==> config.mk <==
export PLATFORM = sky130hd
export DESIGN_NAME = imem_loader
export DESIGN_NICKNAME = d
export VERILOG_FILES = /design/src/rtl/imem_loader.sv
export SDC_FILE = /design/constraint.sdc
export NUM_CORES = 1
export LEC_CHECK = 0
export BUFFER_PORTS_ARGS = -buffer_cell sky130_fd_sc_hd__buf_2
export CAP_MARGIN = 20
export CORE_ASPECT_RATIO = 0.8
export CORE_MARGIN = 5
export CORE_UTILIZATION = 45
export DETAILED_ROUTE_END_ITERATION = 8
export PLACE_DENSITY_LB_ADDON = 0.1
export RECOVER_POWER = 100
export SLEW_MARGIN = 5
export SYNTH_ARGS = -nofsm -noshare
export SYNTH_HDL_FRONTEND = slang
export SYNTH_SLANG_ARGS = --single-unit
export TNS_END_PERCENT = 1
==> constraint.sdc <==
create_clock -name clk -period 8.3 [get_ports clk]
set_input_delay 0.415 -clock clk [delete_from_list [all_inputs] [get_ports clk]]
set_output_delay 0.415 -clock clk [all_outputs]
set_load 0.02 [all_outputs]
==> src/rtl/imem_loader.sv <==
// Boot loader: receives a length-prefixed, checksummed byte stream and writes
// 16-bit words into instruction memory, holding the core in reset until a good load.
module imem_loader #(
    parameter logic [15:0] BASE_ADDR = 16'h0000,
    parameter int          ADDR_STEP = 4,
    parameter int          MAX_WORDS = 64
) (
    input  logic        clk,
    input  logic        rst,
    input  logic        start,
    input  logic        in_valid,
    input  logic [7:0]  in_data,
    output logic        in_ready,
    output logic        imem_we,
    output logic [15:0] imem_addr,
    output logic [15:0] imem_wd,
    output logic        cpu_rst,
    output logic        busy,
    output logic        done,
    output logic        error,
    output logic [15:0] word_cnt
);
    localparam logic [15:0] STEP16 = 16'(ADDR_STEP);
    localparam logic [15:0] MAXW16 = 16'(MAX_WORDS);

    typedef enum logic [3:0] {
        IDLE, LEN_LO, LEN_HI, DATA_LO, DATA_HI, WRITE, CHECK, DONE, ERROR
    } state_t;

    state_t      state_q, state_d;
    logic [15:0] len_q, len_d, idx_q, idx_d, wcnt_q, wcnt_d;
    logic [15:0] addr_q, addr_d, wd_q, wd_d;
    logic [7:0]  sum_q, sum_d, lo_q, lo_d;
    logic        rdy_q, rdy_d, we_q, we_d, cpu_rst_q, cpu_rst_d;
    logic        busy_q, busy_d, done_q, done_d, err_q, err_d;
    logic        xfer;

    assign xfer = in_valid && rdy_q;

    always_comb begin
        state_d   = state_q;
        len_d     = len_q;
        idx_d     = idx_q;
        wcnt_d    = wcnt_q;
        addr_d    = addr_q;
        wd_d      = wd_q;
        sum_d     = sum_q;
        lo_d      = lo_q;
        cpu_rst_d = cpu_rst_q;
        busy_d    = busy_q;
        done_d    = done_q;
        err_d     = err_q;
        case (state_q)
            IDLE, DONE, ERROR: if (start) begin
                state_d   = LEN_LO;
                sum_d     = 8'h00;
                idx_d     = 16'h0000;
                wcnt_d    = 16'h0000;
                done_d    = 1'b0;
                err_d     = 1'b0;
                cpu_rst_d = 1'b1;
                busy_d    = 1'b1;
            end
            LEN_LO: if (xfer) begin
                len_d   = {len_q[15:8], in_data};
                sum_d   = sum_q + in_data;
                state_d = LEN_HI;
            end
            LEN_HI: if (xfer) begin
                len_d = {in_data, len_q[7:0]};
                sum_d = sum_q + in_data;
                if ({in_data, len_q[7:0]} > MAXW16) begin
                    state_d = ERROR;
                    err_d   = 1'b1;
                    busy_d  = 1'b0;
                end else if ({in_data, len_q[7:0]} == 16'h0000) begin
                    state_d = CHECK;
                end else begin
                    state_d = DATA_LO;
                end
            end
            DATA_LO: if (xfer) begin
                lo_d    = in_data;
                sum_d   = sum_q + in_data;
                state_d = DATA_HI;
            end
            DATA_HI: if (xfer) begin
                sum_d   = sum_q + in_data;
                wd_d    = {in_data, lo_q};
                addr_d  = BASE_ADDR + idx_q * STEP16;
                state_d = WRITE;
            end
            WRITE: begin
                idx_d   = idx_q + 16'd1;
                wcnt_d  = wcnt_q + 16'd1;
                state_d = (idx_q + 16'd1 == len_q) ? CHECK : DATA_LO;
            end
            CHECK: if (xfer) begin
                busy_d = 1'b0;
                if (in_data == sum_q) begin
                    state_d   = DONE;
                    done_d    = 1'b1;
                    cpu_rst_d = 1'b0;
                end else begin
                    state_d = ERROR;
                    err_d   = 1'b1;
                end
            end
            default: state_d = IDLE;
        endcase
        // Strobes are registered, so derive them from the state being entered.
        we_d  = (state_d == WRITE);
        rdy_d = (state_d inside {LEN_LO, LEN_HI, DATA_LO, DATA_HI, CHECK});
    end

    always_ff @(posedge clk or posedge rst) begin
        if (rst) begin
            state_q   <= IDLE;
            len_q     <= '0;
            idx_q     <= '0;
            wcnt_q    <= '0;
            addr_q    <= '0;
            wd_q      <= '0;
            sum_q     <= '0;
            lo_q      <= '0;
            rdy_q     <= 1'b0;
            we_q      <= 1'b0;
            cpu_rst_q <= 1'b1;
            busy_q    <= 1'b0;
            done_q    <= 1'b0;
            err_q     <= 1'b0;
        end else begin
            state_q   <= state_d;
            len_q     <= len_d;
            idx_q     <= idx_d;
            wcnt_q    <= wcnt_d;
            addr_q    <= addr_d;
            wd_q      <= wd_d;
            sum_q     <= sum_d;
            lo_q      <= lo_d;
            rdy_q     <= rdy_d;
            we_q      <= we_d;
            cpu_rst_q <= cpu_rst_d;
            busy_q    <= busy_d;
            done_q    <= done_d;
            err_q     <= err_d;
        end
    end

    assign in_ready  = rdy_q;
    assign imem_we   = we_q;
    assign imem_addr = addr_q;
    assign imem_wd   = wd_q;
    assign cpu_rst   = cpu_rst_q;
    assign busy      = busy_q;
    assign done      = done_q;
    assign error     = err_q;
    assign word_cnt  = wcnt_q;
endmodule

==> results of run 1 <==
-- routing by layer --
layer / up-vias / part of all wire / GRT usage
met1: 2032 / 0.49 / 0.267
met3: 14 / 0.054 / 0.0523
met5: - / 0 / 0
met2: 111 / 0.45 / 0.284
met4: 0 / 0.0095 / 0.0389
li1: 1984 / - / -
-- flip-flops by register name, summed over array words and instances, names as in the netlist --
signal     cells
done           1
idx_q         16
sum_q          8
in_ready       1
len_q         16
error          1
imem_addr     14
imem_wd       16
cpu_rst        1
busy           1
word_cnt      16
state_q        4
lo_q           8
imem_we        1
-- layout by cell type (no fill, tap or decap), types with 3 or more instances in the layout --
cell,Yosys,layout
a21o_1,3,3
a21oi_1,9,9
a22o_1,7,7
a31oi_1,5,5
and3_1,3,3
and4_1,4,4
buf_2,6,11
clkbuf_1,21,57
clkbuf_16,0,9
clkinv_8,0,3
dfrtp_1,103,103
ha_1,9,9
inv_1,9,8
mux2_2,42,41
mux2i_1,7,7
nand2_1,69,69
nand3_1,21,22
nand4_1,13,13
nor2_1,37,37
nor2b_1,5,5
nor3_1,11,11
nor4_1,5,6
o21a_1,4,4
o21ai_0,46,46
o31ai_1,9,9
or3_1,4,4
xnor2_1,16,16
xor2_1,7,7
-- cells by family (layout without fill, tap and decap cells) --
group / after synthesis / after routing / share of synthesized area
AND/OR/NAND/NOR: 191 / 191 / 0.180
AO/OA/AOI/OAI: 107 / 107 / 0.133
flip-flops: 104 / 104 / 0.489
multiplexers: 49 / 49 / 0.102
buffers and inverters: 41 / 95 / 0.0327
XOR/XNOR: 23 / 23 / 0.0378
adder cells (fa/ha/maj): 10 / 10 / 0.0249
other: 1 / 2 / 0.000704
-- worst max path at each step --
stage                     slack, ps                      to                 start
after global placement         5860    state_q[0]$_DFF_PP0_              in_valid
after global routing           4690  imem_wd[6]$_DFFE_PP0P_  state_q[0]$_DFF_PP0_
after detailed placement       5750    state_q[0]$_DFF_PP0_              in_valid
after CTS                      5740    state_q[0]$_DFF_PP0_  state_q[3]$_DFF_PP0_
final                          5090  imem_wd[2]$_DFFE_PP0P_  state_q[2]$_DFF_PP0_
after floorplan                5150        busy$_DFFE_PP0P_                   rst
-- per-stage QoR --
stage	setup WS [ps]	utilization	std cells
5_1_grt	4690	0.515	729
6_report	5090	0.515	729
3_3_place_gp	5860	0.496	712
4_1_cts	5740	0.523	728
3_5_place_dp	5750	0.496	712
2_1_floorplan	5150	-	527
-- power breakdown --
group	internal, uW	total, uW	leakage (uW)	switching, uW
combinational	247	571	0.00108	324
clock	215	432	0.000142	217
sequential	628	739	0.00138	111
-- cell type report --
type	count	area share
Clock buffer	9	0.0378
Clock inverter	7	0.0141
Inverter	10	0.00651
Multi-Input combinational cell	382	0.424
Sequential cell	104	0.437
Tap cell	148	0.0311
Timing Repair Buffer	69	0.0498
-- critical path, cell delays in order, from the launching register on --
cell      delay (ps)
dfrtp_1          520
nor2b_1          240
nand4_1          120
clkbuf_1        1240
clkinv_1         700
nand2_1          210
nand2_1           70
==> flow_metrics.env, run 1 <==
export IMPL_status="finished, violations left"
export IMPL_violations="capacitance limit, slew limit"
export IMPL_grt_pass1_vias=4137
export IMPL_cap_violations=2
export IMPL_n_fill_cell=1110
export IMPL_fin_skew_ps=11.3
export IMPL_placed_cell_area_mm2=0.00573
export IMPL_period_share=0.387
export IMPL_port_buffers=63
export IMPL_tns_ps=0
export IMPL_fmaxAchievable_ghz=0.312
export IMPL_end_kind="flop"
export IMPL_synth_async_sr_flop_share=1.00
export IMPL_cts_hold_buffers=0
export IMPL_n_antenna_cell=0
export IMPL_io_pins=66
export IMPL_yosysTopAreaCell="dfrtp_1"
export IMPL_synth_warnings=0
export IMPL_drt_pass1_iter_count=6
export IMPL_drc=0
export IMPL_critical_path_class="reg -> reg"
export IMPL_tritoncts="yes"
export IMPL_synth_seq_area_share=0.489
export IMPL_clkLatencyLatePin_ps=360
export IMPL_reg2reg_depth=6
export IMPL_synth_area_mm2=0.00533
export IMPL_cts_sinks=104
export IMPL_synth_top_cell_area_share=0.484
export IMPL_tightest_slew_ps=1710
export IMPL_cp_max_fo=33
export IMPL_grt_max_degree=80
export IMPL_r2r_start="state_q[2]$_DFF_PP0_"
export IMPL_initial_core_util=0.461
export IMPL_via_per_inst=5.68
export IMPL_relSlewSlack=-0.138
export IMPL_dpl_hpwl_um=8690
export IMPL_grt_overflow_total=0
export IMPL_design_core_area_mm2=0.0116
export IMPL_seq_area_mm2=0.00260
export IMPL_p_leak_uw=0.00260
export IMPL_holdWs_ps=261
export IMPL_hp_class="in -> async"
export IMPL_synth_area_leaders="dfrtp_1 48%, mux2_2 8.9%, nand2_1 4.9%"
export IMPL_vias=4141
export IMPL_rrSetupSlack_ps=5090
export IMPL_wl_per_cell_um=17.5
export IMPL_hold_viol_final=0
export IMPL_final_area_mm2=0.00596
export IMPL_clkSlewWorstSetupHoldPaths_ps=80
export IMPL_power_uw=1740
export IMPL_cts_root_buffer="clkbuf_16"
export IMPL_synthFlopType="dfrtp_1"
export IMPL_die_w_um=132
export IMPL_first_iter_violations=274
export IMPL_rsz0062_at_grt="false"
export IMPL_drive_gt1_frac=0.141
export IMPL_ys_seq_elements=104
export IMPL_cp_required_ps=8550
export IMPL_worstPathArrival_ps=3460
export IMPL_gp_congestion=0.830
export IMPL_grt_pass1_wl_um=21300
export IMPL_post_cts_buffers=0
export IMPL_synth_edf_count=0
export IMPL_drt_wl_total_um=12700
export IMPL_grtUsageTotal=0.186
export IMPL_row_count=35
export IMPL_antenna_found_initial=0
export IMPL_die_area_mm2=0.0141
export IMPL_cp_start_kind="flop"
export IMPL_synthDistinctLibCells=69
export IMPL_synth_most_common_cell="dfrtp_1"
export IMPL_fp_dieH_um=107
export IMPL_slew_viol_final=44
export IMPL_htree_levels=3
export IMPL_multiInputGateArea_mm2=0.00252
export IMPL_cts_buffers=9
export IMPL_r2r_end="imem_wd[2]$_DFFE_PP0P_"
export IMPL_postRouteAntennaNets=0
export IMPL_finalSetupViolations=0
export IMPL_num_nets_final=598
export IMPL_p_per_area_mw_per_mm2=292
export IMPL_cts_resized=0
export IMPL_syn2layout_area_growth_pct=11.9
export IMPL_synth_common_cells="103 x dfrtp_1, 69 x nand2_1, 46 x o21ai_0"
export IMPL_post_synth_cell_area_avg_um2=10.1
export IMPL_peakVddDrop_mv=0.150
export IMPL_finalCriticalPeriod_ps=3210
export IMPL_cts_buffer_depth=2
export IMPL_netlist_instances=526
Power figures use the tool's default switching activity.
==> run 2, diff against run 1 <==
- clock period: 8.3 -> 2.7 ns (I/O delays scaled with it)
==> flow_metrics.env, run 2 (synthesis results as in run 1) <==
export IMPL_vias=4170
export IMPL_grt_max_degree=42
export IMPL_rsz0062_at_grt="false"
export IMPL_cts_buffers=9
export IMPL_grt_overflow_total=0
export IMPL_hp_start="in_data[1]"
export IMPL_row_count=35
export IMPL_r2r_start="idx_q[0]$_DFFE_PP0P_"
export IMPL_gp_congestion=0.845
export IMPL_slowest_delay_ps=550
export IMPL_p_leak_uw=0.00263
export IMPL_tns_ps=0
export IMPL_cts_resized=0
export IMPL_cp_slowest_cell="or4_4"
export IMPL_grt_pass1_wl_um=21600
export IMPL_initial_core_util=0.461
export IMPL_fp_dieH_um=107
export IMPL_n_antenna_cell=0
export IMPL_clkLatencyLatePin_ps=350
export IMPL_fin_skew_ps=10.9
export IMPL_drive_gt1_frac=0.158
export IMPL_cp_buffers_inverters=0
export IMPL_wl_per_cell_um=17.2
export IMPL_mostFrequentLayoutCells="103 x dfrtp_1, 69 x nand2_1, 56 x clkbuf_1, 46 x o21ai_0, 42 x mux2_2"
export IMPL_cp_start_kind="flop"
export IMPL_cts_buffer_depth=2
export IMPL_die_area_mm2=0.0141
export IMPL_clkSlewWorstSetupHoldPaths_ps=70
export IMPL_fin_cells=737
export IMPL_status="finished, violations left"
export IMPL_first_iter_violations=405
export IMPL_dpl_hpwl_um=9020
export IMPL_slew_viol_final=41
export IMPL_finalSetupViolations=0
export IMPL_power_uw=5340
export IMPL_postRouteAntennaNets=0
export IMPL_worstPathArrival_ps=2630
export IMPL_hp_class="in -> reg"
export IMPL_syn2layout_area_growth_pct=13.1
export IMPL_design_core_area_mm2=0.0116
export IMPL_port_buffers=63
export IMPL_drc=0
export IMPL_fmaxAchievable_ghz=0.414
export IMPL_end_kind="flop"
export IMPL_crit_start="idx_q[0]$_DFFE_PP0P_"
export IMPL_drt_pass1_iter_count=5
export IMPL_drt_wl_total_um=12700
export IMPL_io_pins=66
export IMPL_hold_viol_final=0
export IMPL_period_share=0.894
export IMPL_cp_top_family="simple AND/OR/NAND/NOR gates"
export IMPL_cts_sinks=104
export IMPL_peakVddDrop_mv=0.413
export IMPL_relSlewSlack=-0.244
export IMPL_via_per_inst=5.66
export IMPL_tritoncts="yes"
export IMPL_n_fill_cell=1091
export IMPL_cts_root_buffer="clkbuf_16"
export IMPL_htree_levels=3
export IMPL_placed_cells=720
export IMPL_layout_commonest_cell="dfrtp_1"
export IMPL_grt_pass1_vias=4159
export IMPL_cap_violations=1
export IMPL_violations="capacitance limit, slew limit"
export IMPL_antenna_found_initial=0
export IMPL_path_cells="ha_1 > nand3_4 > or3_1 > o32ai_2 > a31oi_1 > or4_4 > a2bb2oi_1"
export IMPL_finalCriticalPeriod_ps=2410
export IMPL_die_w_um=132
export IMPL_tightest_slew_ps=1860
export IMPL_post_route_util=0.521
export IMPL_p_per_area_mw_per_mm2=887
export IMPL_cp_required_ps=2920
export IMPL_cp_max_fo=9
export IMPL_critical_path_class="reg -> reg"
export IMPL_num_nets_final=606
export IMPL_grtUsageTotal=0.187
==> run 2: cell types whose count changed in the layout (fill, tap and decap cells not counted), sizes merged <==
cell,delta
buf,+7
dlygate4sd3,+1
clkbuf,+1
clkinv,-1
==> run 2: metal layers <==
metal,part of all wire,GRT usage,routed length [um],up-vias
li1,-,-,-,1995
met1,0.48,0.267,6150,2044
met2,0.44,0.288,5640,113
met3,0.055,0.0444,704,18
met4,0.016,0.0492,197,0
met5,0,0,0,-
==> run 2: worst paths after layout <==
kind,cells after the start,to,slack [ps]
min reg2reg,2,imem_wd[7]$_DFFE_PP0P_,470
min in group asynchronous,3,imem_wd[2]$_DFFE_PP0P_,800
max in group asynchronous,4,cpu_rst$_DFFE_PP1P_,720
max,7,state_q[0]$_DFF_PP0_,290
min,2,lo_q[1]$_DFFE_PP0P_,110
max reg2reg,7,state_q[0]$_DFF_PP0_,290
==> run 2: power by group <==
part           total [uW]  switching, uW  internal, uW
Sequential           2280            350          1930
Combinational        1800            990           808
Clock                1260            623           640
Total                5340           1960          3380
==> run 2: worst register-to-register path, stage by stage (launching register included) <==
cell       delay [ps]
dfrtp_1           450
ha_1              310
nand3_4           160
or3_1             420
o32ai_2           200
a31oi_1            60
or4_4             550
a2bb2oi_1         150
==> run 2: through the flow <==
step	cell area, um^2	hold WS (ps)	setup WS, ps
after floorplan	5330	286	434
after global placement	5810	373	352
after detailed placement	5820	373	315
after CTS	6110	100	299
after global routing	6020	111	121
final	6020	108	286
==> run 2: cell type report <==
cell class              instances  area, um^2  share of cell area
inverters                      10        38.8             0.00644
clock inverters                 6        52.6             0.00872
clock buffers                  10         229              0.0380
well taps                     148         185              0.0307
repair buffers                 77         370              0.0615
flip-flops and latches        104        2600               0.432
multi-input cells             382        2540               0.422
==> run 2: what timing repair did <==
| action | in CTS | in global routing |
|---|---|---|
| hold buffers | 1 | 0 |
| endpoints found under the setup margin | 0 | 0 |
| hold endpoints to repair | 18 | 0 |
| setup buffers | 0 | 0 |
==> run 3, diff against run 2 <==
==> constraint.sdc (replaced) <==
create_clock -name clk -period 2.7 [get_ports clk]
set_input_delay 0.54 -clock clk [delete_from_list [all_inputs] [get_ports clk]]
set_output_delay 0.54 -clock clk [all_outputs]
set_load 0.02 [all_outputs]
==> flow_metrics.env, run 3 (synthesis results as in run 1) <==
export IMPL_gp_congestion=0.877
export IMPL_drt_pass1_iter_count=5
export IMPL_finalSetupViolations=0
export IMPL_place_ws_ps=250
export IMPL_period_share=0.928
export IMPL_tns_ps=0
export IMPL_p_per_area_mw_per_mm2=899
export IMPL_design_core_area_mm2=0.0116
export IMPL_grt_max_degree=46
export IMPL_cts_root_buffer="clkbuf_16"
export IMPL_finalCriticalPeriod_ps=2500
export IMPL_io_pins=66
export IMPL_cts_buffer_depth=2
export IMPL_fin_skew_ps=7.42
export IMPL_end_kind="flop"
export IMPL_cap_violations=0
export IMPL_postRouteAntennaNets=0
export IMPL_p_leak_uw=0.00263
export IMPL_clkLatencyLatePin_ps=350
export IMPL_port_buffers=63
export IMPL_cp_slowest_cell="or4_4"
export IMPL_syn2layout_area_growth_pct=12.5
export IMPL_setup_slack_ps=195
export IMPL_antenna_found_initial=0
export IMPL_vias=4164
export IMPL_cp_buffers_inverters=0
export IMPL_fmaxAchievable_ghz=0.399
export IMPL_n_antenna_cell=0
export IMPL_fp_dieH_um=107
export IMPL_cts_hold_buffers=0
export IMPL_critical_path_class="reg -> reg"
export IMPL_grt_pass1_vias=4113
export IMPL_tritoncts="yes"
export IMPL_row_count=35
export IMPL_cts_resized=0
export IMPL_num_nets_final=605
export IMPL_hold_viol_final=0
export IMPL_cp_start_kind="flop"
export IMPL_peakVddDrop_mv=0.435
export IMPL_dpl_hpwl_um=8980
export IMPL_slew_viol_final=0
export IMPL_htree_levels=3
export IMPL_grtUsageTotal=0.186
export IMPL_path_cells="ha_1 > nand3_2 > or3_4 > o32ai_2 > a31oi_1 > or4_4 > a2bb2oi_1"
export IMPL_post_cts_buffers=0
export IMPL_relSlewSlack=0.0833
export IMPL_cp_max_fo=9
export IMPL_drt_wl_total_um=12800
export IMPL_n_fill_cell=1081
export IMPL_cp_top_family="simple AND/OR/NAND/NOR gates"
export IMPL_cp_required_ps=2920
export IMPL_status="finished, final reports clean"
export IMPL_wl_per_cell_um=17.3
export IMPL_cts_sinks=104
export IMPL_die_w_um=132
export IMPL_cts_buffers=9
export IMPL_drc=0
export IMPL_initial_core_util=0.461
export IMPL_hp_class="in -> async"
export IMPL_grt_overflow_total=0
export IMPL_mostFrequentLayoutCells="103 x dfrtp_1, 69 x nand2_1, 56 x clkbuf_1, 46 x o21ai_0, 42 x mux2_2"
export IMPL_cp_num_cells=7
export IMPL_slowest_delay_ps=560
export IMPL_reg2reg_depth=7
export IMPL_tightest_slew_ps=1370
export IMPL_clkSlewWorstSetupHoldPaths_ps=80
export IMPL_grt_pass1_wl_um=21400
export IMPL_worstPathArrival_ps=2730
export IMPL_rsz0062_at_grt="false"
export IMPL_via_per_inst=5.66
export IMPL_first_iter_violations=284
export IMPL_drive_gt1_frac=0.160
export IMPL_layout_commonest_cell="dfrtp_1"
export IMPL_die_area_mm2=0.0141
==> run 3: report_power, final <==
part           internal (uW)  switching [uW]
Clock                    656             660
Sequential              1930             350
Combinational            793             999
==> run 3: worst paths after layout <==
path | from | endpoint | slack, ps
hold / removal | rst | lo_q[4]$_DFFE_PP0P_ | 450
setup / recovery | idx_q[0]$_DFFE_PP0P_ | state_q[0]$_DFF_PP0_ | 200
max in group asynchronous | rst | word_cnt[13]$_DFFE_PP0P_ | 570
min in group clk | lo_q[4]$_DFFE_PP0P_ | imem_wd[4]$_DFFE_PP0P_ | 470
setup reg to reg | idx_q[0]$_DFFE_PP0P_ | state_q[0]$_DFF_PP0_ | 200
hold reg to reg | lo_q[4]$_DFFE_PP0P_ | imem_wd[4]$_DFFE_PP0P_ | 470
==> run 3: final cells by class <==
class | instances | area (um^2) | area share
Clock buffer | 9 | 225 | 0.0376
Multi-Input combinational cell | 382 | 2540 | 0.424
Tap cell | 148 | 185 | 0.0309
Timing Repair Buffer | 76 | 325 | 0.0543
Inverter | 10 | 38.8 | 0.00647
Clock inverter | 7 | 71.3 | 0.0119
Sequential cell | 104 | 2600 | 0.434
==> run 3: metal layers <==
layer	GRT usage	vias up	part of all wire
met5	0	-	0
met4	0.0389	0	0.012
met3	0.0458	12	0.048
met2	0.289	98	0.46
met1	0.265	2050	0.48
li1	-	2004	-
==> run 3: through the flow <==
stage	instance area (um^2)	power, uW	cells	utilization	hold WS, ps
after global placement	5830	4120	720	0.504	443
after CTS	6130	5490	736	0.530	320
after global routing	5990	5740	736	0.518	481
final	5990	5390	736	0.518	454
after detailed placement	5830	4170	720	0.504	453
after floorplan	5330	3600	527	-	435
